--- src/rtl/cpu_fetch_pkg.sv ---
// rtl/cpu_fetch_pkg.sv - shared types and constants for the instruction fetch stage
package cpu_fetch_pkg;

    localparam int INSTR_W    = 32;
    localparam int OPCODE_MSB = 31;
    localparam int OPCODE_LSB = 26;

    localparam logic [INSTR_W-1:0] NOP_INSTR_DEF   = 32'h0000_0000;
    localparam logic [5:0]         HALT_OPCODE_DEF = 6'h3F;

    typedef enum logic [1:0] {
        BOOT  = 2'd0,
        FETCH = 2'd1,
        HALT  = 2'd2
    } fetch_state_t;

    // True when the word's opcode field matches the halt opcode
    function automatic logic is_halt(input logic [INSTR_W-1:0] instr,
                                     input logic [5:0]         halt_op);
        return instr[OPCODE_MSB:OPCODE_LSB] == halt_op;
    endfunction

endpackage

--- src/rtl/if_id_reg.sv ---
// rtl/if_id_reg.sv - IF/ID pipeline register with load, flush, invalidate and hold
module if_id_reg
    import cpu_fetch_pkg::*;
#(
    parameter logic [INSTR_W-1:0] NOP_INSTR = NOP_INSTR_DEF,
    parameter logic [31:0]        PC_MASK   = 32'h0000_FFFF
) (
    input  logic               clk,
    input  logic               rst_n,
    input  logic               load_i,
    input  logic               flush_i,
    input  logic               invalidate_i,
    input  logic [INSTR_W-1:0] instr_i,
    input  logic [31:0]        pc_i,
    output logic [INSTR_W-1:0] instr_o,
    output logic [31:0]        pc_o,
    output logic [31:0]        pc_plus1_o,
    output logic               valid_o
);

    logic [INSTR_W-1:0] instr_q;
    logic [31:0]        pc_q;
    logic [31:0]        pc_plus1_q;
    logic               valid_q;

    // Flush beats load beats invalidate; with no control asserted everything holds.
    // Flush only bubbles the word and valid; the pc fields keep their last value.
    always_ff @(posedge clk) begin
        if (!rst_n) begin
            instr_q    <= NOP_INSTR;
            pc_q       <= 32'h0;
            pc_plus1_q <= 32'h0;
            valid_q    <= 1'b0;
        end else if (flush_i) begin
            instr_q <= NOP_INSTR;
            valid_q <= 1'b0;
        end else if (load_i) begin
            instr_q    <= instr_i;
            pc_q       <= pc_i;
            pc_plus1_q <= (pc_i + 32'd1) & PC_MASK;
            valid_q    <= 1'b1;
        end else if (invalidate_i) begin
            valid_q <= 1'b0;
        end
    end

    assign instr_o    = instr_q;
    assign pc_o       = pc_q;
    assign pc_plus1_o = pc_plus1_q;
    assign valid_o    = valid_q;

endmodule

--- src/rtl/instr_fetch_unit.sv ---
// rtl/instr_fetch_unit.sv - fetch stage owning the PC, fetch FSM and delivery counter
module instr_fetch_unit
    import cpu_fetch_pkg::*;
#(
    parameter logic [31:0]        RESET_PC    = 32'h0000_0000,
    parameter int                 PC_BITS     = 16,
    parameter logic [5:0]         HALT_OPCODE = HALT_OPCODE_DEF,
    parameter logic [INSTR_W-1:0] NOP_INSTR   = NOP_INSTR_DEF
) (
    input  logic               clk,
    input  logic               rst_n,
    output logic [31:0]        imem_addr,
    output logic               imem_rd_en,
    input  logic [INSTR_W-1:0] imem_instr,
    input  logic               stall,
    input  logic               redirect,
    input  logic [31:0]        redirect_pc,
    output logic [INSTR_W-1:0] if_id_instr,
    output logic [31:0]        if_id_pc,
    output logic [31:0]        if_id_pc_plus1,
    output logic               if_id_valid,
    output logic               halted,
    output logic [31:0]        fetch_count
);

    localparam logic [31:0] PC_MASK = (PC_BITS >= 32) ? 32'hFFFF_FFFF
                                                      : ((32'd1 << PC_BITS) - 32'd1);

    fetch_state_t state_q, state_d;
    logic [31:0]  pc_q, pc_d;
    logic         halted_q, halted_d;
    logic [31:0]  count_q, count_d;
    logic         load, flush, invalidate;

    // State, PC, halt flag and delivery counter
    always_ff @(posedge clk) begin
        if (!rst_n) begin
            state_q  <= BOOT;
            pc_q     <= RESET_PC & PC_MASK;
            halted_q <= 1'b0;
            count_q  <= 32'h0;
        end else begin
            state_q  <= state_d;
            pc_q     <= pc_d;
            halted_q <= halted_d;
            count_q  <= count_d;
        end
    end

    // Next-state: redirect wins over everything outside BOOT, then stall, then advance
    always_comb begin
        state_d    = state_q;
        pc_d       = pc_q;
        halted_d   = halted_q;
        count_d    = count_q;
        load       = 1'b0;
        flush      = 1'b0;
        invalidate = 1'b0;
        if (state_q != BOOT && redirect) begin
            pc_d     = redirect_pc & PC_MASK;
            flush    = 1'b1;
            halted_d = 1'b0;
            state_d  = FETCH;
        end else begin
            case (state_q)
                BOOT: begin
                    state_d = FETCH;
                end
                FETCH: begin
                    if (!stall) begin
                        load    = 1'b1;
                        count_d = count_q + 32'd1;
                        pc_d    = (pc_q + 32'd1) & PC_MASK;
                        if (is_halt(imem_instr, HALT_OPCODE)) begin
                            state_d  = HALT;
                            halted_d = 1'b1;
                        end
                    end
                end
                HALT: begin
                    // Halt word stays visible until decode takes it
                    if (!stall) begin
                        invalidate = 1'b1;
                    end
                end
                default: begin
                    state_d = BOOT;
                end
            endcase
        end
    end

    if_id_reg #(
        .NOP_INSTR (NOP_INSTR),
        .PC_MASK   (PC_MASK)
    ) u_if_id_reg (
        .clk          (clk),
        .rst_n        (rst_n),
        .load_i       (load),
        .flush_i      (flush),
        .invalidate_i (invalidate),
        .instr_i      (imem_instr),
        .pc_i         (pc_q),
        .instr_o      (if_id_instr),
        .pc_o         (if_id_pc),
        .pc_plus1_o   (if_id_pc_plus1),
        .valid_o      (if_id_valid)
    );

    assign imem_addr   = pc_q & PC_MASK;
    assign imem_rd_en  = (state_q == FETCH) && !stall;
    assign halted      = halted_q;
    assign fetch_count = count_q;

endmodule

--- config.mk ---
export PLATFORM = sky130hd
export DESIGN_NAME = instr_fetch_unit
export DESIGN_NICKNAME = d
export VERILOG_FILES = /design/src/rtl/cpu_fetch_pkg.sv /design/src/rtl/if_id_reg.sv /design/src/rtl/instr_fetch_unit.sv
export SDC_FILE = /design/constraint.sdc
export NUM_CORES = 1
export LEC_CHECK = 0
export ABC_AREA = 1
export CAP_MARGIN = 20
export CORE_MARGIN = 3
export CORE_UTILIZATION = 40
export DETAILED_ROUTE_END_ITERATION = 10
export GPL_TIMING_DRIVEN = 0
export HOLD_SLACK_MARGIN = 0.03
export PLACE_DENSITY = 0.79
export SLEW_MARGIN = 20
export SYNTH_ARGS = -nofsm -noshare
export SYNTH_HDL_FRONTEND = slang
export SYNTH_SLANG_ARGS = --single-unit
--- constraint.sdc ---
create_clock -name clk -period 3.05 [get_ports clk]
set_input_delay 0.61 -clock clk [delete_from_list [all_inputs] [get_ports clk]]
set_output_delay 0.61 -clock clk [all_outputs]
set_load 0.02 [all_outputs]
* Word level (Yosys, flattened, before mapping)
Cells that the tools add are included.
** Storage, ports and cells
- Register bits after elaboration :: 116
- Bits of input ports :: 68
- Output and inout port bits :: 163
** Cells by class
- Add/subtract/negate cells :: 2
- Equality and inequality tests :: 9
- Multiplexer cells :: 15
- Bitwise gates (word level) :: 5
- Reductions and logical operators :: 15
** Operator list (number)
- $mux 16 :: 3
- $add 32x1->32 const B :: 1
- $add 16x1->16 const B :: 1
- $reduce_and 3->1 :: 4
- $mux 1 :: 9
- $eq 6x6->1 const B :: 1
- $ne 2x2->1 const B :: 3
- $ne 3x3->1 const B :: 2
- $pmux 2 s3 :: 1
- $reduce_bool 2->1 :: 3
- $not 1->1 :: 5
- $mux 2 :: 2
- $reduce_and 2->1 :: 2
- $reduce_or 2->1 :: 2
- $eq 2x1->1 const B :: 1
- $eq 2x2->1 const B :: 1
- $logic_and 1x1->1 :: 2
- $logic_not 2->1 :: 1
- $ne 2x1->1 const B :: 1
- $logic_not 1->1 :: 1

* Longest topological paths before layout
Gate-level depths: netlist (run 1).
- Depth in word-level cells :: 5
- Mapped depth :: 11

* By module
A second synthesis (run 1) with hierarchy kept.
** Unflattened totals
- Cell total of the unflattened synthesis :: 938
- Area total of the unflattened synthesis :: 6422.4 um^2
** Modules (own cells, without submodules)
- if_id_reg :: instances 1, cells an instance 465, area an instance 3413.3 um^2
- instr_fetch_unit :: instances 1, cells an instance 473, area an instance 3009.1 um^2

* Worst setup path before layout (run 1)
No wires, ideal clock.
- Path kind :: input port to output port
- Start point :: input stall
- End point :: output imem_rd_en
- Data arrival time :: 1.013 ns
- Required time :: 2.440 ns
- Slack :: 1.427 ns
- Cell stages on the path :: 1
- Buffers on the path :: 0
- Path through :: nor2_1
** Between the ends
- Cells in the longest elaborated chain, start to end :: 2
** RTL lines
- start: declaration :: RTL line instr_fetch_unit.sv:15 : input logic stall,
- $logic_not 1->1 :: RTL line instr_fetch_unit.sv:111 : assign imem_rd_en = (state_q == FETCH) && !stall;
- $logic_and 1x1->1 :: RTL line instr_fetch_unit.sv:111
- end: declaration :: RTL line instr_fetch_unit.sv:13 : output logic imem_rd_en,
No other way between the ends.

* Worst setup path in the final report (run 1)
Ends and elaborated chain as after synthesis.

==> summary.txt, run 1 <==
Run status
  • Status: completed

Worst hold path
  • Tightest Hold Check Type: reg2reg
  • Hold depth: 2
  • Hold_sp: halted$_SDFFE_PP0P_
  • Worst hold endpoint: halted$_SDFFE_PP0P_

Routing
  • Via density: ~4.7
  • Iteration-0 DRC Markers: around 350
  • DRC viols: 0
  • Average wire per standard cell: 13.6 um
  • Post-route ant nets: 0
  • DR vias: 5594
  • Detailed Routing Iterations Pass 1: 6
  • Final wirelength: 16200 um

Setup path
  • CP arrival: 1980 ps
  • Most used cell, CP: clkdlybuf4s50_1
  • R2R depth: 11
  • Max stage delay on crit path: approximately 680 ps
  • Worst Setup Start Kind: input pin
  • CP Capture Type: output port
  • Slowest-stage cell, CP: clkdlybuf4s50_1
  • Setup CP Type: in2out
  • CP Max Fanout: 3
  • Origin of the critical flop-to-flop path: pc_q[1]$_SDFFE_PN0P_
  • Crit path required time: about 2400 ps
  • Reg2reg setup slack: roughly 1200 ps
  • Reg2Reg Capture Point: u_if_id_reg.pc_plus1_o[8]$_SDFFE_PN0P_
  • Critical path cell sequence: clkdlybuf4s50_1 > nor2_1 > clkdlybuf4s50_1

Floorplan
  • Num ports: 231
  • Std cell rows: 41
  • Die Area: between 0.01 and 0.015 sq mm
  • Die extent in x: 122 um
  • Die Ht: between 100 and 150 um
  • Core region area: 0.0129 sq mm
  • Initial Util: 0.419

Synth
  • Syn Std Cell Area: between 0.005 and 0.006 sq mm
  • Asr flop ratio synth: 0
  • Syn_area_per_cell: 7.00 sq um
  • Area contributors post-synth: dfxtp_1 (43%), nand2_1 (14%), a21oi_1 (6.9%)
  • Dominant synthesized flop cell: dfxtp_1
  • EDFF count, synth: 0
  • Seq cells post-synth: 116
  • Post-synthesis cell count: roughly 770
  • YS warnings: 0
  • Top cell type's share of synthesized area: 0.429
  • Seq/Total Area, Yosys: 0.429
  • Unique masters post-synth: 29
  • Synth area leader: dfxtp_1

Timing
  • Tmin final: 2590 ps
  • Slew at the pin closest to its max-slew limit: 596 ps
  • Rel. slew slack: 0.603
  • RSZ-0062 raised after global routing: false
  • Final setup fails: 0
  • Crit share post-route: 0.850
  • Final setup TNS: 0 ps
  • Final Hold Fails: 0
  • Pins Over Slew Limit: 0
  • FMAX: around 390 MHz
  • Clk_skew: around 9.2 ps

Power and ir drop
  • Power density over cell area: 500 mW/mm^2
  • Leak: 3.31 nW
  • Maximum vdd ir drop: around 0.00039 V
  • Clock power share: 0.491
  • Comb pwr share: 0.115
  • Internal Power: just over 0.003 W
  • Switch share: 0.244
  • Sequential power share: 0.394
  • Psw: 0.000981 W

GRT
  • Total GRT Usage: 0.216
  • Initial antenna violation count: 1
  • First-pass GRT wire length: 25600 um
  • Vias in the first global route: 5219
  • Largest net degree at the start of global routing: 17
  • GRT Residual Overflow: 0

CTS
  • CTS H-Tree Depth: 4
  • Clock Path Buffers: 2
  • Number of buffers added for setup after CTS: 0
  • CTS tree: done
  • Number of buffers created by CTS: 17
  • Root Driver: clkbuf_16
  • Post-CTS sizing: 0
  • Clock sinks: 116
  • Post-CTS Hold Fix Bufs: 0
  • Worst skew pair latency: 410 ps
  • Worst-path clk slew: around 50 ps

Cells and area
  • Filler instances: 1166
  • Most common cell after layout, fill and taps aside: nand2_1
  • Syn-to-layout area delta: 48.7%
  • FF/Latch Area: 0.00232 sq mm
  • Fraction of layout cells with a size suffix above 1: 0.101
  • Multi-input gate area: 0.00249 sq mm
  • Most frequent cells in the layout: nand2_1 (206), clkdlybuf4s50_1 (165), dfxtp_1 (116)
  • Final Cell Area: 0.00805 sq mm
  • Fin nets: 1074
  • Core Util, Final: 0.623

Placed design
  • RD Place Congestion: 0.913
  • DP Area: 0.00746 sq mm
  • Post-DP HPWL: between 10000 and 15000 um
  • Port Buf Inserts: 165

Flow run
  • Max-cap violations: 0
-- routing by layer --
metal / global-route usage / wire length [um]
met1: 0.265 / 6850
met2: 0.354 / 7580
met3: 0.0765 / 1490
met4: 0.0707 / 264
met5: 0.0174 / 0
-- through the flow --
step	setup slack, ps	total power [W]	cells	hold WS [ps]
6_report	457	0.00403	1190	458
5_1_grt	373	0.00417	1190	476
4_1_cts	443	0.00405	1189	460
3_5_place_dp	456	0.00207	1157	451
3_3_place_gp	465	0.00207	1157	440
2_1_floorplan	1430	0.00188	820	526
-- sequential cells by signal, indices dropped and copies added (netlist names) --
name and flops:
fetch_count 32, u_if_id_reg.instr_o 32, pc_q 16, u_if_id_reg.pc_o 16, u_if_id_reg.pc_plus1_o 16, state_q 2
halted 1, u_if_id_reg.valid_o 1
-- critical path: cells and delay by family --
| kind | cells | cell delay (ps) |
|---|---|---|
| AND/OR/NAND/NOR | 1 | 250 |
| buffers and inverters | 2 | 1120 |
-- final cells by class --
| type | instances | area share |
|---|---|---|
| antenna | 1 | 0.000311 |
| buffer | 76 | 0.0600 |
| clock buffer | 24 | 0.0611 |
| clock inverter | 8 | 0.0123 |
| inverter | 77 | 0.0359 |
| multi-input combinational | 551 | 0.310 |
| sequential | 116 | 0.289 |
| tap | 172 | 0.0267 |
| timing repair buffer | 165 | 0.205 |
-- worst max path at each step --
stage               start    endpoint  slack, ps
floorplan           stall  imem_rd_en       1430
global placement    stall  imem_rd_en        460
detailed placement  stall  imem_rd_en        460
CTS                 stall  imem_rd_en        440
global route        stall  imem_rd_en        370
finish              stall  imem_rd_en        460
-- logic make-up after synthesis --
logic type	share of synthesized area
simple gates	0.282
buf+inv	0.143
compound gates	0.125
flops	0.429
xor+xnor	0.0162
fa+ha+maj	0.00462
other cells	0.000693
-- cell usage after synthesis (8+ instances only) --
library cell / number
o21ai_0: 42
buf_2: 8
a21oi_1: 75
nand2_1: 206
clkbuf_1: 17
inv_1: 72
xor2_1: 9
nand4_1: 15
nor2_1: 81
nor3_1: 8
buf_4: 48
nand3_1: 39
dfxtp_1: 116
-- power by group through the flow --
stage	Clock, W	Combinational, W	Sequential, W
after global routing	0.00208	0.000499	0.00159
after floorplan	0	0.000220	0.00166
after global placement	0	0.000455	0.00162
final	0.00198	0.000462	0.00159
after detailed placement	0	0.000457	0.00162
after CTS	0.00200	0.000459	0.00159
Note: power is estimated with default switching activity, not from simulation.
==> inputs of run 2 (changes only) <==
--- a/config.mk
+++ b/config.mk
@@ -7,8 +7,10 @@
 export LEC_CHECK = 0
 export ABC_AREA = 1
 export CAP_MARGIN = 20
+export CORE_ASPECT_RATIO = 1.75
 export CORE_MARGIN = 3
 export CORE_UTILIZATION = 40
+export CTS_CLUSTER_SIZE = 10
 export DETAILED_ROUTE_END_ITERATION = 10
 export GPL_TIMING_DRIVEN = 0
 export HOLD_SLACK_MARGIN = 0.03
==> summary.txt, run 2 (synthesized netlist as in run 1, its figures left out) <==
Run status
  • Status: completed

Floorplan
  • Std cell rows: 55
  • Die Ht: between 150 and 200 um
  • Core region area: 0.0131 sq mm
  • Die extent in x: 93.9 um
  • Die Area: 0.0150 sq mm
  • Num ports: 231
  • Initial Util: 0.414

Setup path
  • Origin of the critical flop-to-flop path: pc_q[1]$_SDFFE_PN0P_
  • R2R depth: 9
  • Most used cell, CP: clkdlybuf4s50_1
  • Worst Setup Start Kind: input pin
  • Critical path cell sequence: clkdlybuf4s50_1 > nor2_1 > clkdlybuf4s50_1
  • Crit path required time: 2440 ps
  • CP arrival: 2010 ps
  • Max stage delay on crit path: about 690 ps
  • CP Max Fanout: 3
  • Slowest-stage cell, CP: clkdlybuf4s50_1
  • Setup CP Type: in2out
  • Reg2reg setup slack: roughly 1200 ps
  • CP Capture Type: output port
  • Reg2Reg Capture Point: pc_q[8]$_SDFFE_PN0P_

Cells and area
  • Fin nets: 1074
  • Final Cell Area: 0.00804 sq mm
  • Most frequent cells in the layout: nand2_1 (206), clkdlybuf4s50_1 (165), dfxtp_1 (116)
  • Fraction of layout cells with a size suffix above 1: 0.104
  • Multi-input gate area: 0.00249 sq mm
  • FF/Latch Area: ~0.0023 sq mm
  • Syn-to-layout area delta: 48.5%
  • # diodes: 0
  • Most common cell after layout, fill and taps aside: nand2_1
  • Filler instances: 1195

Routing
  • Iteration-0 DRC Markers: 199
  • DR vias: 5688
  • Average wire per standard cell: 14.4 um
  • Detailed Routing Iterations Pass 1: 5
  • DRC viols: 0
  • Via density: between 4 and 5
  • Final wirelength: approximately 17000 um
  • Post-route ant nets: 0

Flow run
  • Max-cap violations: 0

CTS
  • Clock sinks: between 100 and 150
  • Number of buffers added for setup after CTS: 0
  • CTS tree: done
  • Post-CTS Hold Fix Bufs: 0
  • Post-CTS sizing: 0
  • Worst skew pair latency: around 410 ps
  • Clock Path Buffers: 2
  • Worst-path clk slew: 60 ps
  • Number of buffers created by CTS: 17
  • CTS H-Tree Depth: 4
  • Root Driver: clkbuf_16

Timing
  • Final setup TNS: 0 ps
  • Final worst slack: ~430 ps
  • RSZ-0062 raised after global routing: false
  • Tmin final: ~2600 ps
  • Final setup fails: 0
  • Rel. slew slack: 0.529
  • Clk_skew: between 6 and 7 ps
  • FMAX: 381 MHz
  • Final Hold Fails: 0
  • Crit share post-route: 0.860
  • Pins Over Slew Limit: 0
  • Slew at the pin closest to its max-slew limit: 706 ps

Placed design
  • RD Place Congestion: 0.905
  • Port Buf Inserts: 165
  • Pre-CTS setup slack: 432 ps
  • DP Area: 0.00745 sq mm
  • Post-DP HPWL: 13400 um

GRT
  • Total GRT Usage: 0.227
  • Initial antenna violation count: 0
  • Vias in the first global route: between 5k and 6k
  • First-pass GRT wire length: roughly 27000 um
  • Largest net degree at the start of global routing: 17
  • GRT Residual Overflow: 0

Power and ir drop
  • Power density over cell area: 497 mW/mm^2
  • Maximum vdd ir drop: ~0.0004 V
  • Leak: about 3.3 nW

Worst hold path
  • Hold depth: 2
  • Tightest Hold Check Type: reg2reg
  • Hold_sp: u_if_id_reg.instr_o[10]$_SDFFE_PP0P_
  • Worst hold endpoint: u_if_id_reg.instr_o[10]$_SDFFE_PP0P_
[run 2: cell count changes in the layout (fill, tap and decap cells not counted)]
cell / before / now
inv_6: 0 / 6
diode_2: 1 / 0
inv_8: 0 / 2
clkbuf_1: 20 / 17
clkinvlp_4: 2 / 4
clkinv_2: 3 / 0
clkbuf_8: 4 / 1
bufinv_16: 2 / 1
[run 2: critical path, delay by kind of cell]
family        cells  cell delay (ps)
buf+inv           2             1130
simple gates      1              270
[run 2: power by group]
| group | switching [W] | internal, W | leakage [nW] | total, W |
|---|---|---|---|---|
| sequential | 0.0000320 | 0.00155 | 0.941 | 0.00159 |
| clock | 0.000777 | 0.00117 | 0.275 | 0.00195 |
| combinational | 0.000260 | 0.000205 | 2.08 | 0.000465 |
| total | 0.00107 | 0.00293 | 3.30 | 0.00400 |
[run 2: worst max-delay path by stage]
stage          start         end  slack [ps]  cells past startpoint
6_report       stall  imem_rd_en         430                      3
4_1_cts        stall  imem_rd_en         420                      3
5_1_grt        stall  imem_rd_en         380                      3
3_3_place_gp   stall  imem_rd_en         420                      3
2_1_floorplan  stall  imem_rd_en        1430                      1
3_5_place_dp   stall  imem_rd_en         430                      3
[run 2: layout make-up]
cell class / instances / area share
buffer: 76 / 0.0601
clock buffer: 18 / 0.0546
clock inverter: 14 / 0.0179
inverter: 77 / 0.0360
multi-input combinational: 551 / 0.310
sequential: 116 / 0.289
tap: 171 / 0.0266
timing repair buffer: 165 / 0.205
[run 2: per-stage QoR]
step	power [W]	hold slack (ps)	util	instances
3_5_place_dp	0.00208	454	0.570	1156
2_1_floorplan	0.00188	526	-	820
4_1_cts	0.00402	460	0.615	1188
6_report	0.00400	460	0.615	1188
3_3_place_gp	0.00208	437	0.570	1156
5_1_grt	0.00415	472	0.615	1188
[run 2: layer usage]
| metal | vias to the layer above | track usage | share of wire |
|---|---|---|---|
| met4 | 0 | 0.107 | 0.033 |
| met2 | 251 | 0.428 | 0.54 |
| met3 | 35 | 0.0796 | 0.094 |
| li1 | 2847 | - | - |
| met5 | - | 0 | 0 |
| met1 | 2555 | 0.210 | 0.33 |
==> inputs of run 3 (changes only) <==
--- a/config.mk
+++ b/config.mk
@@ -7,14 +7,15 @@
 export LEC_CHECK = 0
 export ABC_AREA = 1
 export CAP_MARGIN = 20
-export CORE_ASPECT_RATIO = 1.75
+export CELL_PAD_IN_SITES_DETAIL_PLACEMENT = 1
+export CELL_PAD_IN_SITES_GLOBAL_PLACEMENT = 2
 export CORE_MARGIN = 3
-export CORE_UTILIZATION = 40
+export CORE_UTILIZATION = 24
 export CTS_CLUSTER_SIZE = 10
 export DETAILED_ROUTE_END_ITERATION = 10
 export GPL_TIMING_DRIVEN = 0
 export HOLD_SLACK_MARGIN = 0.03
-export PLACE_DENSITY = 0.79
+export PLACE_DENSITY = 0.89
 export SLEW_MARGIN = 20
 export SYNTH_ARGS = -nofsm -noshare
 export SYNTH_HDL_FRONTEND = slang
==> summary.txt, run 3 (synthesized netlist as in run 1, its figures left out) <==
CTS
  • CTS tree: done
  • CTS H-Tree Depth: 4
  • Clock sinks: between 100 and 150
  • Post-CTS Hold Fix Bufs: 0
  • Clock Path Buffers: 2
  • Number of buffers created by CTS: 17
  • Number of buffers added for setup after CTS: 0
  • Root Driver: clkbuf_16
  • Worst-path clk slew: ~60 ps
  • Post-CTS sizing: 0
  • Worst skew pair latency: 420 ps

Routing
  • Detailed Routing Iterations Pass 1: 4
  • Final wirelength: 19900 um
  • Iteration-0 DRC Markers: 232
  • Post-route ant nets: 0
  • DRC viols: 0
  • Via density: 4.37
  • Average wire per standard cell: 15.3 um
  • DR vias: 5673

Power and ir drop
  • Sequential power share: 0.372
  • Clock power share: 0.518
  • Leak: 3.33 nW
  • Power density over cell area: between 500 and 600 mW/mm^2
  • Internal Power: 0.00316 W
  • Psw: 0.00111 W
  • Switch share: 0.260
  • Maximum vdd ir drop: 0.000323 V
  • Comb pwr share: 0.111

Setup path
  • Origin of the critical flop-to-flop path: pc_q[1]$_SDFFE_PN0P_
  • CP Max Fanout: 3
  • Crit path required time: 2440 ps
  • CP Capture Point: imem_rd_en
  • R2R depth: 11
  • Setup CP Type: in2out
  • CP arrival: 1980 ps
  • Reg2Reg Capture Point: u_if_id_reg.pc_plus1_o[8]$_SDFFE_PN0P_
  • Worst Setup Start Kind: input pin
  • Reg2reg setup slack: 1130 ps
  • Crit path from: stall
  • CP Capture Type: output port

Floorplan
  • Core region area: 0.0220 sq mm
  • Num ports: 231
  • Die extent in x: roughly 160 um
  • Die Ht: 156 um
  • Std cell rows: 54
  • Initial Util: 0.246
  • Die Area: 0.0244 sq mm

Timing
  • Rel. slew slack: 0.554
  • Final setup fails: 0
  • Final setup TNS: 0 ps
  • Pins Over Slew Limit: 0
  • Clk_skew: 7.22 ps
  • Slew at the pin closest to its max-slew limit: 668 ps
  • RSZ-0062 raised after global routing: false
  • FMAX: 386 MHz
  • Crit share post-route: 0.850
  • Final Hold Fails: 0
  • Hold slack final: between 400 and 500 ps
  • Tmin final: 2590 ps

Cells and area
  • Syn-to-layout area delta: 52.0%
  • Fin nets: 1074
  • # diodes: 0
  • Fraction of layout cells with a size suffix above 1: 0.104
  • Core Util, Final: 0.375
  • Most frequent cells in the layout: nand2_1 (206), clkdlybuf4s50_1 (165), dfxtp_1 (116)
  • Most common cell after layout, fill and taps aside: nand2_1

Flow run
  • Max-cap violations: 0

Worst hold path
  • Hold depth: 2
  • Tightest Hold Check Type: reg2reg

GRT
  • Largest net degree at the start of global routing: 17
  • Vias in the first global route: 5709
  • First-pass GRT wire length: 31000 um
  • Initial antenna violation count: 0
  • Total GRT Usage: 0.163
  • GRT Residual Overflow: 0

Run status
  • Status: completed

Placed design
  • Post-DP HPWL: 15200 um
  • RD Place Congestion: roughly 0.86
  • Port Buf Inserts: 165
-- run 3: changes by cell type in the layout (fill, tap and decap cells not counted), sizes merged --
cell	previous run	this run
bufinv	1	4
clkinv	1	4
clkinvlp	4	1
inv	85	82
-- run 3: per-layer routing --
| layer | part of all wire | GRT usage | routed length, um | up-vias |
|---|---|---|---|---|
| met5 | 0 | 0 | 0 | - |
| met4 | 0.013 | 0.0509 | 249 | 0 |
| met3 | 0.070 | 0.0560 | 1400 | 22 |
| met2 | 0.48 | 0.270 | 9530 | 149 |
| met1 | 0.44 | 0.200 | 8730 | 2660 |
| li1 | - | - | - | 2842 |
-- run 3: worst min-delay path by stage --
stage                   startpoint                  end  slack [ps]
6_report       halted$_SDFFE_PP0P_  halted$_SDFFE_PP0P_         450
5_1_grt        halted$_SDFFE_PP0P_  halted$_SDFFE_PP0P_         480
4_1_cts        halted$_SDFFE_PP0P_  halted$_SDFFE_PP0P_         460
3_5_place_dp   halted$_SDFFE_PP0P_  halted$_SDFFE_PP0P_         450
3_3_place_gp   halted$_SDFFE_PP0P_  halted$_SDFFE_PP0P_         440
2_1_floorplan  halted$_SDFFE_PP0P_  halted$_SDFFE_PP0P_         530
-- run 3: power groups by stage --
| stage | Sequential, W | Clock, W | Combinational, W |
|---|---|---|---|
| finish | 0.00159 | 0.00221 | 0.000472 |
| global route | 0.00159 | 0.00234 | 0.000513 |
| CTS | 0.00159 | 0.00225 | 0.000476 |
| detailed placement | 0.00162 | 0 | 0.000472 |
| global placement | 0.00162 | 0 | 0.000469 |
| floorplan | 0.00166 | 0 | 0.000220 |
-- run 3: metrics by stage --
| step | power [W] | instances | instance area [sq um] | setup slack (ps) |
|---|---|---|---|---|
| after CTS | 0.00431 | 1297 | 8230 | 432 |
| after global routing | 0.00445 | 1297 | 8230 | 395 |
| final | 0.00427 | 1297 | 8230 | 457 |
| after floorplan | 0.00188 | 820 | 5590 | 1430 |
| after detailed placement | 0.00209 | 1265 | 7590 | 434 |
| after global placement | 0.00209 | 1265 | 7590 | 440 |
-- run 3: cell type report --
type	count	area [sq um]
multi-input cells	551	2490
fillers	2725	13700
well taps	280	350
clock inverters	14	199
clock buffers	18	439
inverters	77	289
repair buffers	165	1650
flip-flops and latches	116	2320
plain buffers	76	483
-- run 3: critical path, cell delays in order --
cell and delay [ps]:
clkdlybuf4s50_1 440, nor2_1 250, clkdlybuf4s50_1 680
==> RTL edit 1, RTL diff (flow settings as in run 2) <==
Encoding of `fetch_state_t`: now one-hot (3 bits for 3 states).
--- a/src/rtl/cpu_fetch_pkg.sv
+++ b/src/rtl/cpu_fetch_pkg.sv
@@ -10,6 +10,6 @@
 
-    typedef enum logic [1:0] {
-        BOOT  = 2'd0,
-        FETCH = 2'd1,
-        HALT  = 2'd2
+    typedef enum logic [2:0] {
+        BOOT  = 3'b001,
+        FETCH = 3'b010,
+        HALT  = 3'b100
     } fetch_state_t;
Formal check against the unedited RTL: same outputs for any inputs over 4 cycles, from zero or initial values and one cycle with rst_n low; so few cycles prove little.
==> RTL edit 1 against run 2 <==
- non-clock buffer count is 1 higher
- worst setup slack better by 25 ps
- sequential cell count up 1
- area after synthesis grew 1.6%
- routed wire length up 1.0%
- final area rose by 1.2%
- sequential power is essentially flat
- via count grew 1.9%
- combinational power fell by 14%
- total power is 0.18% lower
- clock skew decreased by 0.85 ps
- maximum frequency rose by 0.96%
- critical endpoint unchanged
- highest routed layer unchanged
==> RTL edit 1: results (changes against run 2) <==
stage,metric,value,unit,change
grt,grt_pass1_wl,27.10,mm,+0.87%
detailed_routing,drtIter0Drc,237,,+19%
placement,place_hpwl,13.08,mm,-2.2%
detailed_routing,route.met2.wl,9.253,mm,+0.91%
grt,global_route.usage.met1,0.2268,,+0.01655
worst_setup_path,worstPathMaxFanout,5,,+2
grt,grt_usage,0.2271,,-0.0002520
hold_path,holdPathEnd,halted,,
logic_synthesis,synth-xor-area-share,0.02229,,+0.006112
layout,layout.nets,1081,,+0.65%
logic_synthesis,synth-compound-area-share,0.1124,,-0.01245
timing,fin_worst_skew,5.913,ps,-0.8478 ps
detailed_routing,m1WireLength,5.960,mm,+4.4%
pwr,pwr-share-comb,0.101,,-0.015
logic_synthesis,synth_area_leaders,"dfxtp_1 (43%), nand2_1 (16%), a21oi_1 (7.4%)",,
detailed_routing,firstDrtPassIters,7,,+2
hold_path,hp-start,halted,,
layout,nFillCells,1258,,+5.3%
grt,use_met2,0.4176,,-0.01009
logic_synthesis,ys_types,32,,+10%
placement,gp_congestion,0.8874,,-2.0%
logic_synthesis,synth_commonest_cells,"nand2_1 (230), dfxtp_1 (117), a21oi_1 (81)",,
worst_setup_path,crit_arrival,1990,ps,-20 ps
status,status,"finished, final reports clean",,
timing,tightest_slew,660.7,ps,-45.69 ps
grt,grt.met3_usage,0.06104,,-0.01860
worst_setup_path,reg2reg_to,fetch_count[18],,
grt,grt_pass1_vias,5503,,-0.52%
worst_setup_path,r2r_slack,1260,ps,+60 ps
detailed_routing,wl,17.22,mm,+1.0%
logic_synthesis,synth_fa_ha_area_frac,0.004550,,-0.00007362
pwr,intPower,3.015,mW,+3.0%
worst_setup_path,r2r_start,fetch_count[0],,
==> RTL edit 1: cell families after synthesis <==
family / after synthesis
flops: 117
buf+inv: 138
simple gates: 390
xor+xnor: 14
fa+ha+maj: 2
other cells: 1
compound gates: 118
==> RTL edit 1: per-stage QoR <==
stage	worst slack, ps	hold WS [ps]	cell area [sq um]	power (mW)	cells
2_1_floorplan	1461	526.4	5677	1.851	827
3_3_place_gp	468.6	437.2	7546	2.012	1166
3_5_place_dp	462.9	448.9	7546	2.016	1166
4_1_cts	456.1	457.2	8137	4.014	1198
5_1_grt	419.1	464.0	8137	4.113	1198
6_report	452.1	452.3	8137	3.989	1198
==> RTL edit 1: cell type report <==
type	instances	area share
clock inverter	13	0.01938
timing repair buffer	165	0.2030
sequential	117	0.2879
clock buffer	19	0.05321
tap	174	0.02676
multi-input combinational	572	0.3192
inverter	61	0.02814
buffer	77	0.06243
==> RTL edit 1: critical path, delay by kind of cell <==
kind | cells | cell delay, ps
buffers and inverters | 2 | 1160
and+or+nand+nor | 1 | 220
==> RTL edit 2, RTL diff (config.mk and constraints of run 2) <==
Made on the original files. Change the parameter `PC_BITS` from 16 to 8.
--- a/src/rtl/instr_fetch_unit.sv
+++ b/src/rtl/instr_fetch_unit.sv
@@ -5,3 +5,3 @@
     parameter logic [31:0]        RESET_PC    = 32'h0000_0000,
-    parameter int                 PC_BITS     = 16,
+    parameter int                 PC_BITS     = 8,
     parameter logic [5:0]         HALT_OPCODE = HALT_OPCODE_DEF,
Function: changed (Yosys sat finds a counterexample within 4 cycles, from zero or initial values and one cycle with rst_n low).
==> RTL edit 2 against run 2 <==
- via count down 19%
- total power down 30%
- final area down 18%
- routed wire length down 23%
- largest power group is now sequential cells
- sequential cell count down 24
- critical endpoint unchanged
- area after synthesis down 16%
- cell count down 16%
- worst setup slack better by 170 ps
==> RTL edit 2: results (changes against run 2) <==
stage,metric,value,unit,change
grt,grt_max_degree,16,,-1
grt,global_route.usage.met1,0.1891,,-0.02108
placement,io_buffer_count,134,,-19%
clock_network,cts_buffers,9,,-8
detailed_routing,avgViaCountPerCell,4.603,,-3.9%
placement,gp_congestion,0.8725,,-3.6%
timing,fin_crit_sh,0.8033,,-0.05664
pwr,ir_drop,0.3247,mV,-21%
placement,placed_cells,983,,-15%
grt,grt_pass1_wl,20.52,mm,-24%
logic_synthesis,ys_seq_area_frac,0.4058,,-0.02319
clock_network,cts_buffer_depth,2,,unchanged
pwr,power.share.switching,0.2588,,-0.008758
logic_synthesis,synthCells,648,,-16%
clock_network,cts_resized,0,,unchanged
grt,grt.met3_usage,0.07239,,-0.007251
layout,nFillCells,1025,,-14%
worst_setup_path,crit_arrival,1840,ps,-170 ps
layout,drive_above_1_share,0.1346,,+0.03041
grt,grt_pass1_vias,4282,,-23%
logic_synthesis,ys_types,30,,+3.4%
logic_synthesis,synth_fa_ha_area_frac,0.005514,,+0.0008910
logic_synthesis,synth-compound-area-share,0.1095,,-0.01537
grt,use_met2,0.3861,,-0.04157
logic_synthesis,async_reset_ff_frac,0,,unchanged
detailed_routing,drtIter0Drc,138,,-31%
grt,grt_usage,0.2035,,-0.02377
pwr,p_leak,2.772,nW,-16%
layout,layout.nets,934,,-13%
detailed_routing,firstDrtPassIters,4,,-1
logic_synthesis,synth-xor-area-share,0.01158,,-0.004601
timing,fin_worst_skew,9.334,ps,+2.573 ps
worst_setup_path,worstPathMaxFanout,4,,+1
logic_synthesis,synth_commonest_cells,"nand2_1 (174), dfxtp_1 (92), buf_4 (76)",,
logic_synthesis,yosys.area.top_type,dfxtp_1,,
clock_network,h-tree-depth,3,,-1
layout,seq_area,0.001842,sq mm,-21%
clock_network,cts-root-buf,clkbuf_16,,
placement,place_hpwl,10.48,mm,-22%
worst_setup_path,r2r_slack,1380,ps,+180 ps
placement,placed_area,0.006309,sq mm,-15%
logic_synthesis,synth_area_leaders,"dfxtp_1 (41%), nand2_1 (14%), buf_4 (13%)",,
timing,slew_headroom,0.6164,,+0.08737
worst_setup_path,slowest_stage,clkdlybuf4s50_1,,
detailed_routing,wl_per_cell,13.11,um,-8.7%
worst_setup_path,slowest_delay,620,ps,-70 ps
detailed_routing,wl,13.09,mm,-23%
status,status,"finished, final reports clean",,
timing,timing.hold.ws,464.5,ps,+4.242 ps
placement,dp_slack,602.9,ps,+170.4 ps
clock_network,insertion_delay,350,ps,-60 ps
clock_network,path_clk_slew,60,ps,about the same
RTL edit 2: cell count changes after synthesis, sizes merged, moves of 3 or more:
cell	run 2	this run
nand2	206	177
buf	59	84
dfxtp	116	92
inv	77	55
nand3	42	28
o21ai	43	29
a21oi	75	62
clkbuf	17	8
nor2	89	80
nand4	15	9
xor2	9	4
a21o	3	0
nor3	8	5
o21a	3	0
RTL edit 2: power groups by stage:
stage	combinational (mW)	clock [mW]	sequential, mW
finish	0.410	1.14	1.25
CTS	0.408	1.16	1.25
global route	0.441	1.21	1.25
floorplan	0.235	0	1.30
detailed placement	0.407	0	1.27
global placement	0.405	0	1.27
RTL edit 2: cell type report:
| class | instances | area share |
|---|---|---|
| timing repair buffer | 134 | 0.2029 |
| buffer | 92 | 0.09671 |
| clock inverter | 5 | 0.009084 |
| clock buffer | 11 | 0.03671 |
| multi-input combinational | 480 | 0.3202 |
| tap | 130 | 0.02460 |
| inverter | 55 | 0.03123 |
| sequential | 92 | 0.2786 |
RTL edit 2: logic make-up after synthesis:
group,after synthesis
AND/OR/NAND/NOR,303
XOR/XNOR,6
buffers and inverters,147
other,1
adder cells (fa/ha/maj),2
AO/OA/AOI/OAI,97
flip-flops,92
RTL edit 2: worst paths after layout:
path | start | to | depth (start not counted)
worst max register to register | fetch_count[1] | fetch_count[14] | 10
worst min-delay path | u_if_id_reg.instr_o[19] | u_if_id_reg.instr_o[19] | 2
worst max-delay path | stall | imem_rd_en | 3
worst min register to register | u_if_id_reg.instr_o[19] | u_if_id_reg.instr_o[19] | 2
RTL edit 2: worst max-delay path, delay by kind of cell:
family / cells / cell delay (ps)
buf+inv: 2 / 1100
simple gates: 1 / 130
RTL edit 2: layer usage:
| metal | part of all wire | vias to the layer above |
|---|---|---|
| met4 | 0.026 | 0 |
| met3 | 0.098 | 24 |
| li1 | - | 2338 |
| met1 | 0.33 | 2037 |
| met2 | 0.54 | 199 |
| met5 | 0 | - |
